<file path="src/rtl/regfile_wb_ctrl_pkg.sv">
// Shared definitions for the regfile write-back controller: sizes,
// halfword-enable bit positions and the write-port requester encoding.
package regfile_wb_ctrl_pkg;

   localparam int WB_AW         = 3;
   localparam int WB_DATA_W     = 32;
   localparam int WB_NREG       = 8;
   localparam int WB_STARVE_MAX = 3;

   // Width of the ALU starvation counter.
   localparam int WB_STARVE_W   = 2;

   // Width of each per-register pending-write counter.
   localparam int WB_CNT_W      = 2;

   // Bit positions inside a 2-bit halfword enable.
   localparam int WB_BE_L       = 0;
   localparam int WB_BE_H       = 1;

   // Which requester owns the write port in the current cycle.
   typedef enum logic [1:0] {
      REQ_NONE = 2'd0,
      REQ_ALU  = 2'd1,
      REQ_MEM  = 2'd2
   } req_t;

endpackage

</file>
<file path="src/rtl/regfile_wb_ctrl_scoreboard.sv">
// Pending-write scoreboard: one small saturating counter per register,
// raised on issue and lowered on write-back, feeding decode with a
// read-hazard flag and the issue stage with a back-pressure signal.
module wb_scoreboard
   import regfile_wb_ctrl_pkg::*;
#(
   parameter int NREG = WB_NREG,
   parameter int AW   = WB_AW
)(
   input  logic          clk,
   input  logic          rst,
   input  logic          issue_valid,
   input  logic [AW-1:0] issue_wa,
   output logic          issue_ready,
   input  logic          wb_valid,
   input  logic [AW-1:0] wb_wa,
   input  logic [AW-1:0] ra0,
   input  logic [AW-1:0] ra1,
   output logic          hazard,
   output logic          sb_err
);

   localparam logic [WB_CNT_W-1:0] CNT_MAX = '1;

   logic [WB_CNT_W-1:0] cnt_arr [NREG];
   logic                issue_fire;
   logic                err_hit;
   logic                sb_err_reg;

   // A full counter cannot absorb another issue; the issue must wait.
   assign issue_ready = (cnt_arr[issue_wa] != CNT_MAX);
   assign issue_fire  = issue_valid && issue_ready;
   assign hazard      = (cnt_arr[ra0] != '0) || (cnt_arr[ra1] != '0);
   assign err_hit     = wb_valid && (cnt_arr[wb_wa] == '0);
   assign sb_err      = sb_err_reg;

   generate
      for (genvar gi = 0; gi < NREG; gi++) begin : g_cnt
         logic                inc;
         logic                dec_hit;
         logic [WB_CNT_W-1:0] cnt_reg;
         logic [WB_CNT_W-1:0] cnt_next;

         assign inc     = issue_fire && (issue_wa == AW'(gi));
         assign dec_hit = wb_valid && (wb_wa == AW'(gi));
         assign cnt_arr[gi] = cnt_reg;

         // Issue and retire on the same edge cancel; a retire at zero is
         // an error and leaves the count at zero.
         always_comb begin
            cnt_next = cnt_reg;
            if (inc && !dec_hit) begin
               cnt_next = cnt_reg + WB_CNT_W'(1);
            end else if (dec_hit && !inc && (cnt_reg != '0)) begin
               cnt_next = cnt_reg - WB_CNT_W'(1);
            end
         end

         // Counter register, cleared by the asynchronous reset.
         always_ff @(posedge clk or posedge rst) begin
            if (rst) begin
               cnt_reg <= '0;
            end else begin
               cnt_reg <= cnt_next;
            end
         end
      end
   endgenerate

   // Sticky error flag; only reset clears it.
   always_ff @(posedge clk or posedge rst) begin
      if (rst) begin
         sb_err_reg <= 1'b0;
      end else if (err_hit) begin
         sb_err_reg <= 1'b1;
      end
   end

endmodule

</file>
<file path="src/rtl/regfile_wb_ctrl.sv">
// Write-back controller for the register file: arbitrates the single
// write port between the ALU and load paths (load preferred, with an
// anti-starvation override for the ALU), registers the write onto the
// regfile port and tracks outstanding writes in a scoreboard.
module regfile_wb_ctrl
   import regfile_wb_ctrl_pkg::*;
#(
   parameter int DATA_W     = WB_DATA_W,
   parameter int NREG       = WB_NREG,
   parameter int AW         = WB_AW,
   parameter int STARVE_MAX = WB_STARVE_MAX
)(
   input  logic              CLK,
   input  logic              RST,
   input  logic              ALU_VALID,
   input  logic [AW-1:0]     ALU_WA,
   input  logic [DATA_W-1:0] ALU_DATA,
   input  logic [1:0]        ALU_BE,
   output logic              ALU_READY,
   input  logic              MEM_VALID,
   input  logic [AW-1:0]     MEM_WA,
   input  logic [DATA_W-1:0] MEM_DATA,
   input  logic [1:0]        MEM_BE,
   output logic              MEM_READY,
   input  logic              ISSUE_VALID,
   input  logic [AW-1:0]     ISSUE_WA,
   output logic              ISSUE_READY,
   input  logic [AW-1:0]     RA0,
   input  logic [AW-1:0]     RA1,
   output logic              HAZARD,
   output logic [AW-1:0]     RF_WA,
   output logic [DATA_W-1:0] RF_IN,
   output logic              RF_WE_L,
   output logic              RF_WE_H,
   output logic              SB_ERR
);

   req_t                   grant;
   logic                   wb_fire;
   logic [WB_STARVE_W-1:0] starve_cnt_reg;
   logic [WB_STARVE_W-1:0] starve_cnt_next;
   logic [AW-1:0]          sel_wa;
   logic [DATA_W-1:0]      sel_data;
   logic [1:0]             sel_be;
   logic [AW-1:0]          rf_wa_reg;
   logic [DATA_W-1:0]      rf_in_reg;
   logic                   rf_we_l_reg;
   logic                   rf_we_h_reg;

   // Grant selection: load wins conflicts unless the ALU has lost enough in a row.
   always_comb begin
      grant = REQ_NONE;
      if (ALU_VALID && MEM_VALID) begin
         if (starve_cnt_reg == WB_STARVE_W'(STARVE_MAX)) begin
            grant = REQ_ALU;
         end else begin
            grant = REQ_MEM;
         end
      end else if (ALU_VALID) begin
         grant = REQ_ALU;
      end else if (MEM_VALID) begin
         grant = REQ_MEM;
      end
   end

   assign ALU_READY = (grant == REQ_ALU);
   assign MEM_READY = (grant == REQ_MEM);
   assign wb_fire   = (grant != REQ_NONE);

   // Count consecutive ALU conflict losses; any ALU grant or idle ALU restarts it.
   always_comb begin
      starve_cnt_next = starve_cnt_reg;
      if (!ALU_VALID || (grant == REQ_ALU)) begin
         starve_cnt_next = '0;
      end else begin
         starve_cnt_next = starve_cnt_reg + WB_STARVE_W'(1);
      end
   end

   // Steer the granted requester's fields toward the output stage and scoreboard.
   always_comb begin
      sel_wa   = ALU_WA;
      sel_data = ALU_DATA;
      sel_be   = ALU_BE;
      if (grant == REQ_MEM) begin
         sel_wa   = MEM_WA;
         sel_data = MEM_DATA;
         sel_be   = MEM_BE;
      end
   end

   // Starvation counter register.
   always_ff @(posedge CLK or posedge RST) begin
      if (RST) begin
         starve_cnt_reg <= '0;
      end else begin
         starve_cnt_reg <= starve_cnt_next;
      end
   end

   // Output stage: load the regfile port on a grant, otherwise drop the enables
   // and let address/data hold so the port stays quiet.
   always_ff @(posedge CLK or posedge RST) begin
      if (RST) begin
         rf_wa_reg   <= '0;
         rf_in_reg   <= '0;
         rf_we_l_reg <= 1'b0;
         rf_we_h_reg <= 1'b0;
      end else if (wb_fire) begin
         rf_wa_reg   <= sel_wa;
         rf_in_reg   <= sel_data;
         rf_we_l_reg <= sel_be[WB_BE_L];
         rf_we_h_reg <= sel_be[WB_BE_H];
      end else begin
         rf_we_l_reg <= 1'b0;
         rf_we_h_reg <= 1'b0;
      end
   end

   assign RF_WA   = rf_wa_reg;
   assign RF_IN   = rf_in_reg;
   assign RF_WE_L = rf_we_l_reg;
   assign RF_WE_H = rf_we_h_reg;

   // A granted write-back retires one pending write even when BE is 00.
   wb_scoreboard #(
      .NREG (NREG),
      .AW   (AW)
   ) u_scoreboard (
      .clk         (CLK),
      .rst         (RST),
      .issue_valid (ISSUE_VALID),
      .issue_wa    (ISSUE_WA),
      .issue_ready (ISSUE_READY),
      .wb_valid    (wb_fire),
      .wb_wa       (sel_wa),
      .ra0         (RA0),
      .ra1         (RA1),
      .hazard      (HAZARD),
      .sb_err      (SB_ERR)
   );

endmodule

</file>
<file path="config.mk">
export PLATFORM = sky130hd
export DESIGN_NAME = regfile_wb_ctrl
export DESIGN_NICKNAME = d
export VERILOG_FILES = /design/src/rtl/regfile_wb_ctrl_pkg.sv /design/src/rtl/regfile_wb_ctrl_scoreboard.sv /design/src/rtl/regfile_wb_ctrl.sv
export SDC_FILE = /design/constraint.sdc
export NUM_CORES = 1
export LEC_CHECK = 0
export BUFFER_PORTS_ARGS = -buffer_cell sky130_fd_sc_hd__buf_2
export CAP_MARGIN = 20
export CELL_PAD_IN_SITES_DETAIL_PLACEMENT = 1
export CELL_PAD_IN_SITES_GLOBAL_PLACEMENT = 1
export CORE_UTILIZATION = 40
export DETAILED_ROUTE_END_ITERATION = 7
export PLACE_DENSITY = 0.95
export SYNTH_ARGS = -nofsm -noshare
export SYNTH_HDL_FRONTEND = slang
export SYNTH_HIERARCHICAL = 1
export SYNTH_SLANG_ARGS = --single-unit
</file>
<file path="constraint.sdc">
create_clock -name CLK -period 4.75 [get_ports CLK]
set_input_delay 0.95 -clock CLK [delete_from_list [all_inputs] [get_ports CLK]]
set_output_delay 0.95 -clock CLK [all_outputs]
set_load 0.02 [all_outputs]
</file>
# Word-level counts from Yosys, hierarchy flattened
# Index checks and enable logic that the tools add are counted.
op_classes:
  addsub: 17
  n_mul: 0
  div: 0
  magnitude_cmp: 4
  n_eq_ne: 18
  shifts: 0
  n_mux: 38
  bitwise_logic: 4
  reduce_logical: 84
ops:
  columns: ["op", "n"]
  rows:
  - ["2-to-1 mux 2 bit", 30]
  - ["logical AND 1 bit", 43]
  - ["nonzero test 2 bit", 19]
  - ["2-to-1 mux 32 bit", 1]
  - ["binary-select mux 2 bit (select 3 bit)", 4]
  - ["== test 3 bit, second input constant", 8]
  - ["adder 2 x 1 -> 2 bit, second input constant", 9]
  - ["logical NOT 1 bit", 17]
  - [">= comparator 4 bit, second input constant", 4]
  - ["inverter 3 -> 4 bit", 4]
  - ["subtractor 2 x 1 -> 2 bit, second input constant", 8]
  - ["== test 3 x 2 -> 1 bit, second input constant", 4]
  - ["== test 3 x 1 -> 1 bit, second input constant", 2]
  - ["logical NOT 3 bit", 2]
  - ["== test 2 bit, second input constant", 2]
  - ["2-to-1 mux 3 bit", 1]
  - ["== test 2 x 1 -> 1 bit, second input constant", 1]
  - ["logical NOT 2 bit", 1]
  - ["logical OR 1 bit", 2]
  - ["2-to-1 mux 1 bit", 2]
  - ["inequality test 2 bit, second input constant", 1]
word_totals:
  reg_bits: 56
  latchBits: 0
  ram_bits: 0
  romBits: 0
  mem_count: 0

# Depth between registers and ports, before layout
# Gate-level depths: netlist of run 1.
depth:
  depth_word: 12
  depth_mapped: 10
  depth_no_buf: 8

# Modules after synthesis
# Netlist of run 1, hierarchy kept.
by_module_without_submodules:
  columns: ["mod", "n_inst", "cells_per_inst", "area_each_um2", "seq_area_each_um2"]
  rows:
  - ["regfile_wb_ctrl", 1, 214, 2222.1, 975.9]
  - ["wb_scoreboard", 1, 143, 1307.5, 425.4]

# Worst setup path after synthesis of run 1
# OpenSTA, ideal clock, no wires.
synth_timing:
  path_kind: "input port to output port"
  startpoint: "input ISSUE_WA[0]"
  endpoint: "output ISSUE_READY"
  arrival_ps: 1915
  path_slack_ps: 1885
  cell_stages: 3
  path_buffers: 0
  cell_sequence: "inv_1 -> mux4_2 -> mux2i_1"
synth_between:
  elab_chain_len: 5
synth_rtl:
  columns: ["element", "line", "source"]
  rows:
  - ["start: declaration", "regfile_wb_ctrl.sv:26", "input logic [AW-1:0] ISSUE_WA,"]
  - ["inverter 3 -> 4 bit (implied by the code)", "regfile_wb_ctrl_scoreboard.sv:31", "assign issue_ready = (cnt_arr[issue_wa] != CNT_MAX);"]
  - ["binary-select mux 2 bit (select 3 bit)", "regfile_wb_ctrl_scoreboard.sv:31", null]
  - ["2-to-1 mux 2 bit (implied by the code) (2 in series)", "regfile_wb_ctrl_scoreboard.sv:31", null]
  - ["inequality test 2 bit", "regfile_wb_ctrl_scoreboard.sv:31", null]
  - ["end: declaration", "regfile_wb_ctrl.sv:27", "output logic ISSUE_READY,"]
# Every way passes these cells. The select of a mux whose other input is x is not followed.

# Worst setup path after layout of run 1
layout_timing:
  startpoint: "register starve_cnt_reg[0]"
  endpoint: "output MEM_READY"
layout_between:
  elab_chain_len: 4
layout_rtl:
  columns: ["element", "line", "source"]
  rows:
  - ["start: declaration", "regfile_wb_ctrl.sv:40", "logic [WB_STARVE_W-1:0] starve_cnt_reg;"]
  - ["start signal: assignment", "regfile_wb_ctrl.sv:97", "starve_cnt_reg <= starve_cnt_next;"]
  - ["== test 2 bit", "regfile_wb_ctrl.sv:54", "if (starve_cnt_reg == WB_STARVE_W'(STARVE_MAX)) begin"]
  - ["2-to-1 mux 2 bit", "regfile_wb_ctrl.sv:54", null]
  - ["2-to-1 mux 2 bit", "regfile_wb_ctrl.sv:53", "if (ALU_VALID && MEM_VALID) begin"]
  - ["== test 2 bit", "regfile_wb_ctrl.sv:67", "assign MEM_READY = (grant == REQ_MEM);"]
  - ["end: declaration", "regfile_wb_ctrl.sv:24", "output logic MEM_READY,"]
# Every way passes these cells.

==> results of run 1 <==
[power by group]
group / switching, mW / internal, mW / total [mW]
combinational: 0.285 / 0.212 / 0.497
sequential: 0.0918 / 0.559 / 0.651
clock: 0.159 / 0.173 / 0.332
[layer usage]
metal / vias to the layer above / share of wire [%] / GRT usage, %
li1: 1549 / - / -
met2: 121 / 52 / 45.4
met5: - / 0 / 0
met3: 23 / 5.4 / 3.48
met1: 1663 / 40 / 25.3
met4: 0 / 2.6 / 8.58
[kinds of logic (layout without fill, tap and decap cells)]
logic type      after synthesis  in the layout  synth area share, %
mux                          43             43                 15.0
fa+ha+maj                     2              2                0.709
flops                        56             56                 39.7
compound gates              141            141                 29.1
simple gates                 49             49                 7.34
buf+inv                      66            188                 8.22
[cell type report]
type                       instances  area, µm²  area share [%]
multi-input combinational        235       1840            42.3
sequential                        56       1400            32.2
timing repair buffer             133        676            15.5
inverter                          47        176            4.06
tap                              105        131            3.02
clock buffer                       6       82.6            1.90
clock inverter                     2       38.8           0.893
[Yosys cell counts (2+ instances only)]
master / number / area, µm²
nand2b_1: 2 / 12.5
buf_2: 7 / 35.0
nor2_1: 18 / 67.6
buf_6: 4 / 45.0
inv_1: 47 / 176
mux4_2: 4 / 90.1
nor3_1: 4 / 20.0
a22oi_1: 3 / 22.5
a21boi_0: 2 / 15.0
o21a_1: 8 / 60.1
ha_1: 2 / 25.0
a21oi_2: 20 / 175
clkbuf_1: 7 / 26.3
o311a_1: 8 / 80.1
a22o_1: 2 / 17.5
and2_1: 9 / 56.3
a2111oi_2: 8 / 120
nor2b_1: 4 / 25.0
nand2_1: 3 / 11.3
a21oi_1: 21 / 105
o21ai_0: 24 / 120
dfrtp_1: 56 / 1400
o22ai_1: 35 / 219
and2_0: 2 / 12.5
a211oi_1: 7 / 52.6
mux2_2: 38 / 428
[per-stage QoR]
| step | util, % | cell area (µm²) | power, mW |
|---|---|---|---|
| global route | 51.8 | 4350 | 1.57 |
| floorplan | - | 3530 | 0.976 |
| detailed placement | 50.4 | 4220 | 1.16 |
| finish | 51.8 | 4350 | 1.48 |
| CTS | 51.8 | 4350 | 1.49 |
| global placement | 50.4 | 4220 | 1.11 |
[worst register-to-register path: stages (launching register included)]
cell and delay (ns):
dfrtp_1 0.42, ha_1 0.27, o21ai_4 0.79, and2_2 0.37, mux2_2 0.38, nor2b_1 0.60
a2111oi_2 0.20, a211oi_1 0.28, nor2_1 0.08
[worst paths after layout]
check                                        from                          endpoint  slack (ns)  cells past startpoint
worst max-delay path            starve_cnt_reg[0]                         MEM_READY        0.89                      5
worst max register to register  starve_cnt_reg[0]  u_scoreboard/g_cnt[1].cnt_reg[0]        1.24                      8
worst min-delay path            starve_cnt_reg[0]                 starve_cnt_reg[0]        0.49                      1
min in group asynchronous                     RST  u_scoreboard/g_cnt[7].cnt_reg[1]        0.74                      2
worst min register to register  starve_cnt_reg[0]                 starve_cnt_reg[0]        0.49                      1
max in group asynchronous                     RST  u_scoreboard/g_cnt[7].cnt_reg[0]        3.56                      2
[placed cells by master, fill, tap and decap left out, drive strengths merged, types with 4 or more instances in the layout]
| master | netlist | final |
|---|---|---|
| o21a | 8 | 8 |
| mux2 | 38 | 38 |
| dfrtp | 56 | 56 |
| o311a | 8 | 8 |
| nor3 | 4 | 4 |
| a2111oi | 8 | 8 |
| nand2 | 4 | 4 |
| clkbuf | 7 | 6 |
| o22ai | 35 | 35 |
| mux4 | 4 | 4 |
| o21ai | 25 | 25 |
| and2 | 11 | 11 |
| inv | 47 | 46 |
| a211oi | 8 | 8 |
| nor2b | 4 | 4 |
| a21oi | 41 | 41 |
| nor2 | 18 | 18 |
| buf | 12 | 133 |
==> impl_metrics.ini, run 1 <==
[logic_synthesis]
synth-edff-count = 0
synth_area_um2 = 3530
synthArstFlopShare_pct = 100
syn_nets = 447
synthCells = 357
ys_seq_area_share_pct = 39.7
avgSynthCellArea_um2 = 9.89
synth_cell_types = 38
ys_warn_count = 6
synth_flop_cell = dfrtp_1
ys_seq_elements = 56

[grt]
grt_max_degree = 41
grt.overflow.total = 0
grt_pass1_vias = 3561
grt_pass1_wl_mm = 16.6
grt_antenna_before_repair = 0
grt_usage_pct = 23.3

[floorplanning]
die_w_um = 95.9
ios = 130
die-height_um = 95.9
core_area_um2 = 8380
die_area_um2 = 9200
rows = 33
start_util_pct = 42.1

[final_layout]
diodes = 0
final_cell_count_no_fill = 584
num-nets-final = 568
num-fill-cells = 1013
largest_register_ffs = 32
drive_above_1_share_pct = 45.5
area_growth_pct = 23.1

[run_status]
status = completed

[critical_path]
cp_slowest_cell = o21ai_4
critPathBufInv = 2
critPathTopFamily = compound AO/OA/AOI/OAI gates
critPathCaptureType = primary output
slowest_delay_ns = 0.79
critical_path_class = flip-flop to primary output
arrival_ns = 2.91
worst_setup_path_start_kind = flip-flop
required_ns = 3.80
cp_max_fo = 36
path_cells = ha_1, o21ai_4, and2_2, buf_4, buf_2

[power]
power.density_nw_per_um2 = 341
p_leak_nw = 1.99
vdd_drop_max_mv = 0.193

[route]
drtIter0Drc = 72
vias = 3356
viasPerCell = 5.75
first_pass_iters = 4
post_drt_wl_per_cell_um = 18.2
ant_nets = 0
remaining_drc_errors = 0
wl_mm = 10.6

[clocking]
cts_resized = 0
clk_path_buf_depth = 2
cts_tree = built
cts_buffers = 5
clk-insertion-delay-late_ns = 0.31
clk_transition_reported_paths_ns = 0.11
clockRootBuffer = clkbuf_8
cts.sinks = 56
htree_levels = 2
postCtsSetupBuffers = 0
holdBufCountCts = 0

[worst_hold_path]
worstHoldPathType = flip-flop to flip-flop

[timing]
fmax_ghz = 0.259
rsz0062_at_grt = no
period_minus_slack_ns = 3.86
worst_slack_ns = 0.890
hold_ws_ns = 0.485
fin_crit_sh_pct = 81.3
slew_headroom_pct = 34.8
finalSetupTns_ns = 0
worst_slew_pin_slew_ns = 0.974
skew_ns = 0.0130
hold_viol_final = 0
report.final.slew_viol_count = 0
setup_viol = 0

[placed_design]
numPortBuffers = 129
dp_hpwl_mm = 8.31
post-place-cells = 576
gp_congestion = 0.815
pre_cts_slack_ns = 1.24

[run]
cap_violations = 0
(Power assumes the default switching activity.)
==> run 2, diff against run 1 <==
--- a/config.mk
+++ b/config.mk
@@ -9,9 +9,9 @@
 export CAP_MARGIN = 20
 export CELL_PAD_IN_SITES_DETAIL_PLACEMENT = 1
 export CELL_PAD_IN_SITES_GLOBAL_PLACEMENT = 1
-export CORE_UTILIZATION = 40
+export CORE_UTILIZATION = 37
 export DETAILED_ROUTE_END_ITERATION = 7
-export PLACE_DENSITY = 0.95
+export PLACE_DENSITY = 0.9
 export SYNTH_ARGS = -nofsm -noshare
 export SYNTH_HDL_FRONTEND = slang
 export SYNTH_HIERARCHICAL = 1
==> constraint.sdc (replaced) <==
create_clock -name CLK -period 3.6 [get_ports CLK]
set_input_delay 0.72 -clock CLK [delete_from_list [all_inputs] [get_ports CLK]]
set_output_delay 0.72 -clock CLK [all_outputs]
set_load 0.02 [all_outputs]
==> impl_metrics.ini, run 2 (synthesis results as in run 1) <==
[clocking]
postCtsSetupBuffers = 0
clk-insertion-delay-late_ns = 0.31
cts_buffers = 5
clk_transition_reported_paths_ns = 0.10
clockRootBuffer = clkbuf_8
clk_path_buf_depth = 2
cts_resized = 0
holdBufCountCts = 0
cts_tree = built
cts.sinks = 56
htree_levels = 2

[route]
drtIter0Drc = 102
vias = 3367
wl_mm = 10.9
remaining_drc_errors = 0
first_pass_iters = 4
post_drt_wl_per_cell_um = 17.9
viasPerCell = 5.52
ant_nets = 0

[floorplanning]
ios = 130
start_util_pct = 38.2
die-height_um = 99.7
core_area_um2 = 9240
die_w_um = 99.7
rows = 35
die_area_um2 = 9930

[power]
p_comb_share_pct = 33.2
clockPowerShare_pct = 22.6
p_int_mw = 1.25
power.density_nw_per_um2 = 446
swShare_pct = 36.3
p_leak_nw = 2.00
vdd_drop_max_mv = 0.184
power_frac_seq_pct = 44.1
switching_power_mw = 0.712

[grt]
grt_pass1_vias = 3534
grt_antenna_before_repair = 0
grt_max_degree = 41
grt_usage_pct = 22.2
grt_pass1_wl_mm = 17.5
grt.overflow.total = 0

[timing]
rsz0062_at_grt = no
setup_viol = 0
period_minus_slack_ns = 2.87
fmax_ghz = 0.349
finalSetupTns_ns = 0
hold_viol_final = 0
fin_crit_sh_pct = 79.7
report.final.slew_viol_count = 0
skew_ns = 0.0141
slew_headroom_pct = 54.1
worst_slew_pin_slew_ns = 0.688

[run]
cap_violations = 0

[final_layout]
drive_above_1_share_pct = 45.7
final_cell_count_no_fill = 610
diodes = 0
final_common_cell = buf_2
largest_register_ffs = 32
num-nets-final = 570
layout_common_cells = buf_2, dfrtp_1, inv_1
num-fill-cells = 1103
area_growth_pct = 24.4
multi_input_area_um2 = 1840
fin_area_um2 = 4390
seq_area_um2 = 1400

[critical_path]
reg2reg_from = starve_cnt_reg[0]
critical_path_class = flip-flop to primary output
r2r_slack_ns = 0.89
critPathCaptureType = primary output
required_ns = 2.88
cp_max_fo = 37
worstRegToRegCells = 8
arrival_ns = 2.15
cp-startpoint = starve_cnt_reg[0]
worst_r2r_endpoint = u_scoreboard/g_cnt[6].cnt_reg[1]
worst_setup_path_start_kind = flip-flop
crit_end = MEM_READY

[placed_design]
post-place-cells = 602
place_area_um2 = 4270
gp_congestion = 0.854
dp_hpwl_mm = 8.43
numPortBuffers = 129

[worst_hold_path]
worstHoldPathType = flip-flop to flip-flop

[run_status]
status = completed
-- run 2: cell count changes in the layout (fill, tap and decap cells not counted) --
| cell | before | now |
|---|---|---|
| clkinv_1 | 1 | 0 |
| inv_1 | 46 | 47 |
| buf_4 | 4 | 6 |
-- run 2: area by class of cell --
| class | count | share of cell area, % |
|---|---|---|
| multi-input combinational | 235 | 41.9 |
| sequential | 56 | 31.9 |
| timing repair buffer | 135 | 15.7 |
| inverter | 47 | 4.02 |
| tap | 129 | 3.68 |
| clock buffer | 6 | 1.88 |
| clock inverter | 2 | 0.883 |
-- run 2: metal layers --
metal | track usage (%) | up-vias | wire, µm
li1 | - | 1555 | -
met1 | 26.2 | 1681 | 4500
met2 | 41.5 | 117 | 5670
met3 | 4.22 | 14 | 602
met4 | 5.20 | 0 | 123
met5 | 0 | - | 0
-- run 2: worst min-delay path by stage --
stage	startpoint	endpoint	slack (ns)	cells after the start
2_1_floorplan	starve_cnt_reg[0]	starve_cnt_reg[0]	0.43	1
3_3_place_gp	starve_cnt_reg[0]	starve_cnt_reg[0]	0.45	1
3_5_place_dp	u_scoreboard/sb_err	u_scoreboard/sb_err	0.48	1
4_1_cts	starve_cnt_reg[0]	starve_cnt_reg[0]	0.50	1
5_1_grt	starve_cnt_reg[0]	starve_cnt_reg[0]	0.53	1
6_report	starve_cnt_reg[0]	starve_cnt_reg[0]	0.50	1
-- run 2: per-stage QoR --
stage	util [%]	setup WS [ns]	hold WS, ns	total power [mW]
global placement	46.2	0.887	0.451	1.47
finish	47.5	0.733	0.495	1.96
detailed placement	46.2	0.774	0.480	1.52
CTS	47.5	0.721	0.498	1.97
global route	47.5	0.624	0.528	2.07
floorplan	-	1.01	0.434	1.29
-- run 2: worst max-delay path, cell delays in order, from the launching register on --
cell,delay (ns)
dfrtp_1,0.42
ha_1,0.27
o21ai_4,0.17
and2_2,0.22
buf_4,0.49
buf_2,0.27
-- run 2: power by group through the flow --
stage / sequential (mW) / clock, mW / combinational [mW]
3_3_place_gp: 0.858 / 0 / 0.616
5_1_grt: 0.884 / 0.479 / 0.708
2_1_floorplan: 0.896 / 0 / 0.392
6_report: 0.865 / 0.443 / 0.651
4_1_cts: 0.861 / 0.454 / 0.653
3_5_place_dp: 0.873 / 0 / 0.649
==> run 3, diff against run 2 <==
--- a/config.mk
+++ b/config.mk
@@ -5,13 +5,14 @@
 export SDC_FILE = /design/constraint.sdc
 export NUM_CORES = 1
 export LEC_CHECK = 0
+export ABC_AREA = 1
 export BUFFER_PORTS_ARGS = -buffer_cell sky130_fd_sc_hd__buf_2
 export CAP_MARGIN = 20
 export CELL_PAD_IN_SITES_DETAIL_PLACEMENT = 1
 export CELL_PAD_IN_SITES_GLOBAL_PLACEMENT = 1
-export CORE_UTILIZATION = 37
+export CORE_UTILIZATION = 31
 export DETAILED_ROUTE_END_ITERATION = 7
-export PLACE_DENSITY = 0.9
+export PLACE_DENSITY = 0.87
 export SYNTH_ARGS = -nofsm -noshare
 export SYNTH_HDL_FRONTEND = slang
 export SYNTH_HIERARCHICAL = 1
==> constraint.sdc (replaced) <==
create_clock -name CLK -period 2.3 [get_ports CLK]
set_input_delay 0.46 -clock CLK [delete_from_list [all_inputs] [get_ports CLK]]
set_output_delay 0.46 -clock CLK [all_outputs]
set_load 0.02 [all_outputs]
==> impl_metrics.ini, run 3 <==
[power]
p_int_mw = 2.07
p_leak_nw = 2.76
p_comb_share_pct = 39.2
vdd_drop_max_mv = 0.302
switching_power_mw = 1.46
clockPowerShare_pct = 21.3
power_frac_seq_pct = 39.5
power.density_nw_per_um2 = 748
swShare_pct = 41.3

[logic_synthesis]
yosys-top-cells-area = dfrtp_1, nand2_1, nand3_1
synth_common_cells = nand2_1, inv_1, nand3_1
ys_warn_count = 6
synthArstFlopShare_pct = 100
avgSynthCellArea_um2 = 6.54
synth_cell_types = 35
synth_area_um2 = 3730
ys_seq_elements = 56
yosysTopAreaCell = dfrtp_1
syn_nets = 661
synth-edff-count = 0
ys_seq_area_share_pct = 37.5
synthCells = 571
yosysMostFrequentCell = nand2_1
synth_flop_cell = dfrtp_1
synth_top_area_share_pct = 37.5

[clocking]
clk-insertion-delay-late_ns = 0.30
cts_tree = built
clk_path_buf_depth = 2
cts.sinks = 56
clk_transition_reported_paths_ns = 0.07
htree_levels = 2
clockRootBuffer = clkbuf_16
holdBufCountCts = 0
cts_buffers = 5

[route]
viasPerCell = 4.88
first_pass_iters = 6
ant_nets = 0
drtIter0Drc = 158
wl_mm = 12.4
post_drt_wl_per_cell_um = 14.8
vias = 4086
remaining_drc_errors = 2

[grt]
grt.overflow.total = 0
grt_usage_pct = 20.7
grt_pass1_wl_mm = 20.8
grt_max_degree = 40
grt_antenna_before_repair = 1
grt_pass1_vias = 4315

[critical_path]
slowest_delay_ns = 0.44
critPathBufInv = 1
critical_path_class = flip-flop to primary output
critPathCaptureType = primary output
path_cells = or2_2, a211oi_1, o21a_1, o21ai_0, buf_2
required_ns = 1.84
worst_setup_path_start_kind = flip-flop
cp_max_fo = 5
critPathTopFamily = compound AO/OA/AOI/OAI gates
cp_slowest_cell = dfrtp_1
arrival_ns = 1.74

[floorplanning]
ios = 130
die-height_um = 112
core_area_um2 = 11600
die_w_um = 112
rows = 39
start_util_pct = 32.3
die_area_um2 = 12500

[placed_design]
post-place-cells = 828
numPortBuffers = 129
dp_hpwl_mm = 9.72
gp_congestion = 0.833

[timing]
skew_ns = 0.00517
slew_headroom_pct = 51.7
report.final.slew_viol_count = 0
fin_crit_sh_pct = 95.8
hold_viol_final = 0
hold_ws_ns = 0.279
worst_slew_pin_slew_ns = 0.724
period_minus_slack_ns = 2.20
fmax_ghz = 0.454
setup_viol = 0

[final_layout]
final_cell_count_no_fill = 838
num-nets-final = 785
largest_register_ffs = 32
diodes = 0
layout_common_cells = nand2_1, buf_2, inv_1
area_growth_pct = 26.3
drive_above_1_share_pct = 27.9
final_common_cell = nand2_1

[run_status]
violations = DRC
status = finished, violations left

[run]
cap_violations = 0

[worst_hold_path]
worstHoldPathType = input pin to asynchronous set/reset pin
-- run 3: changes by cell type after synthesis, moves of 7 or more --
cell,before,now
nand2_1,3,183
nand3_1,0,90
inv_1,47,106
mux2_2,38,0
o22ai_1,35,1
a21oi_2,20,1
a21oi_1,21,7
nor2_1,18,32
a2111oi_2,8,0
o21ai_1,0,8
o311a_1,8,0
o21a_1,8,1
-- run 3: power groups by stage --
stage / logic [mW] / registers (mW) / clock network, mW
after floorplan: 0.803 / 1.45 / 0
after global placement: 1.26 / 1.38 / 0
after global routing: 1.53 / 1.42 / 0.816
final: 1.38 / 1.39 / 0.752
after CTS: 1.35 / 1.38 / 0.777
after detailed placement: 1.34 / 1.40 / 0
-- run 3: final timing paths --
check,cells after the start,end,slack [ns],start
setup / recovery,5,HAZARD,0.1,u_scoreboard/g_cnt[5].cnt_reg[0]
hold / removal,3,RF_IN[23],0.28,RST
setup reg to reg,11,u_scoreboard/g_cnt[5].cnt_reg[1],0.11,starve_cnt_reg[0]
hold reg to reg,2,RF_IN[25],0.48,RF_IN[25]
max in group asynchronous,2,u_scoreboard/g_cnt[1].cnt_reg[1],1.55,RST
min in group CLK,3,RF_WE_L,0.41,ALU_BE[0]
-- run 3: per-stage QoR --
step / util (%) / total power [mW] / setup WS (ns) / area, µm² / TNS [ns]
after detailed placement: 38.8 / 2.74 / -0.0930 / 4480 / -0.282
after global placement: 38.8 / 2.64 / 0.125 / 4480 / 0
after global routing: 40.8 / 3.77 / -0.0415 / 4720 / -0.0662
final: 40.8 / 3.53 / 0.0957 / 4720 / 0
after floorplan: - / 2.25 / 0.305 / 3730 / 0
after CTS: 40.2 / 3.51 / -0.00859 / 4650 / -0.00859
-- run 3: per-layer routing --
metal / part of all wire, % / track usage, % / routed length [µm] / vias up
li1: - / - / - / 2003
met1: 41 / 23.5 / 5140 / 1939
met2: 50 / 38.2 / 6220 / 127
met3: 7.2 / 5.93 / 891 / 17
met4: 1.2 / 4.32 / 147 / 0
met5: 0 / 0 / 0 / -
-- run 3: repair_timing --
item,CTS,global route
endpoints found under the hold margin,0,0
buffers inserted,1,2
gates resized for setup,7,25
pin swaps,1,4
setup endpoints to repair,9,16
-- run 3: layout make-up --
type,count,area (µm²)
clock buffers,5,125
well taps,143,179
multi-input cells,383,1840
repair buffers,141,747
flip-flops and latches,56,1400
clock inverters,2,12.5
fillers,1515,6850
inverters,108,408
-- run 3: cell families after synthesis --
logic type               share of synthesized area [%]
AO/OA/AOI/OAI                                     6.13
flip-flops                                        37.5
AND/OR/NAND/NOR                                   40.8
adder cells (fa/ha/maj)                          0.670
buffers and inverters                             14.9
-- run 3: worst reg2reg max path: stages (launching register included) --
cell	delay, ns
dfrtp_1	0.41
ha_2	0.22
a21oi_4	0.21
buf_4	0.16
nand3_1	0.09
and2_4	0.20
nor2_2	0.14
inv_1	0.10
nor2_2	0.14
nand2_1	0.08
o21ai_0	0.21
o21ai_1	0.10
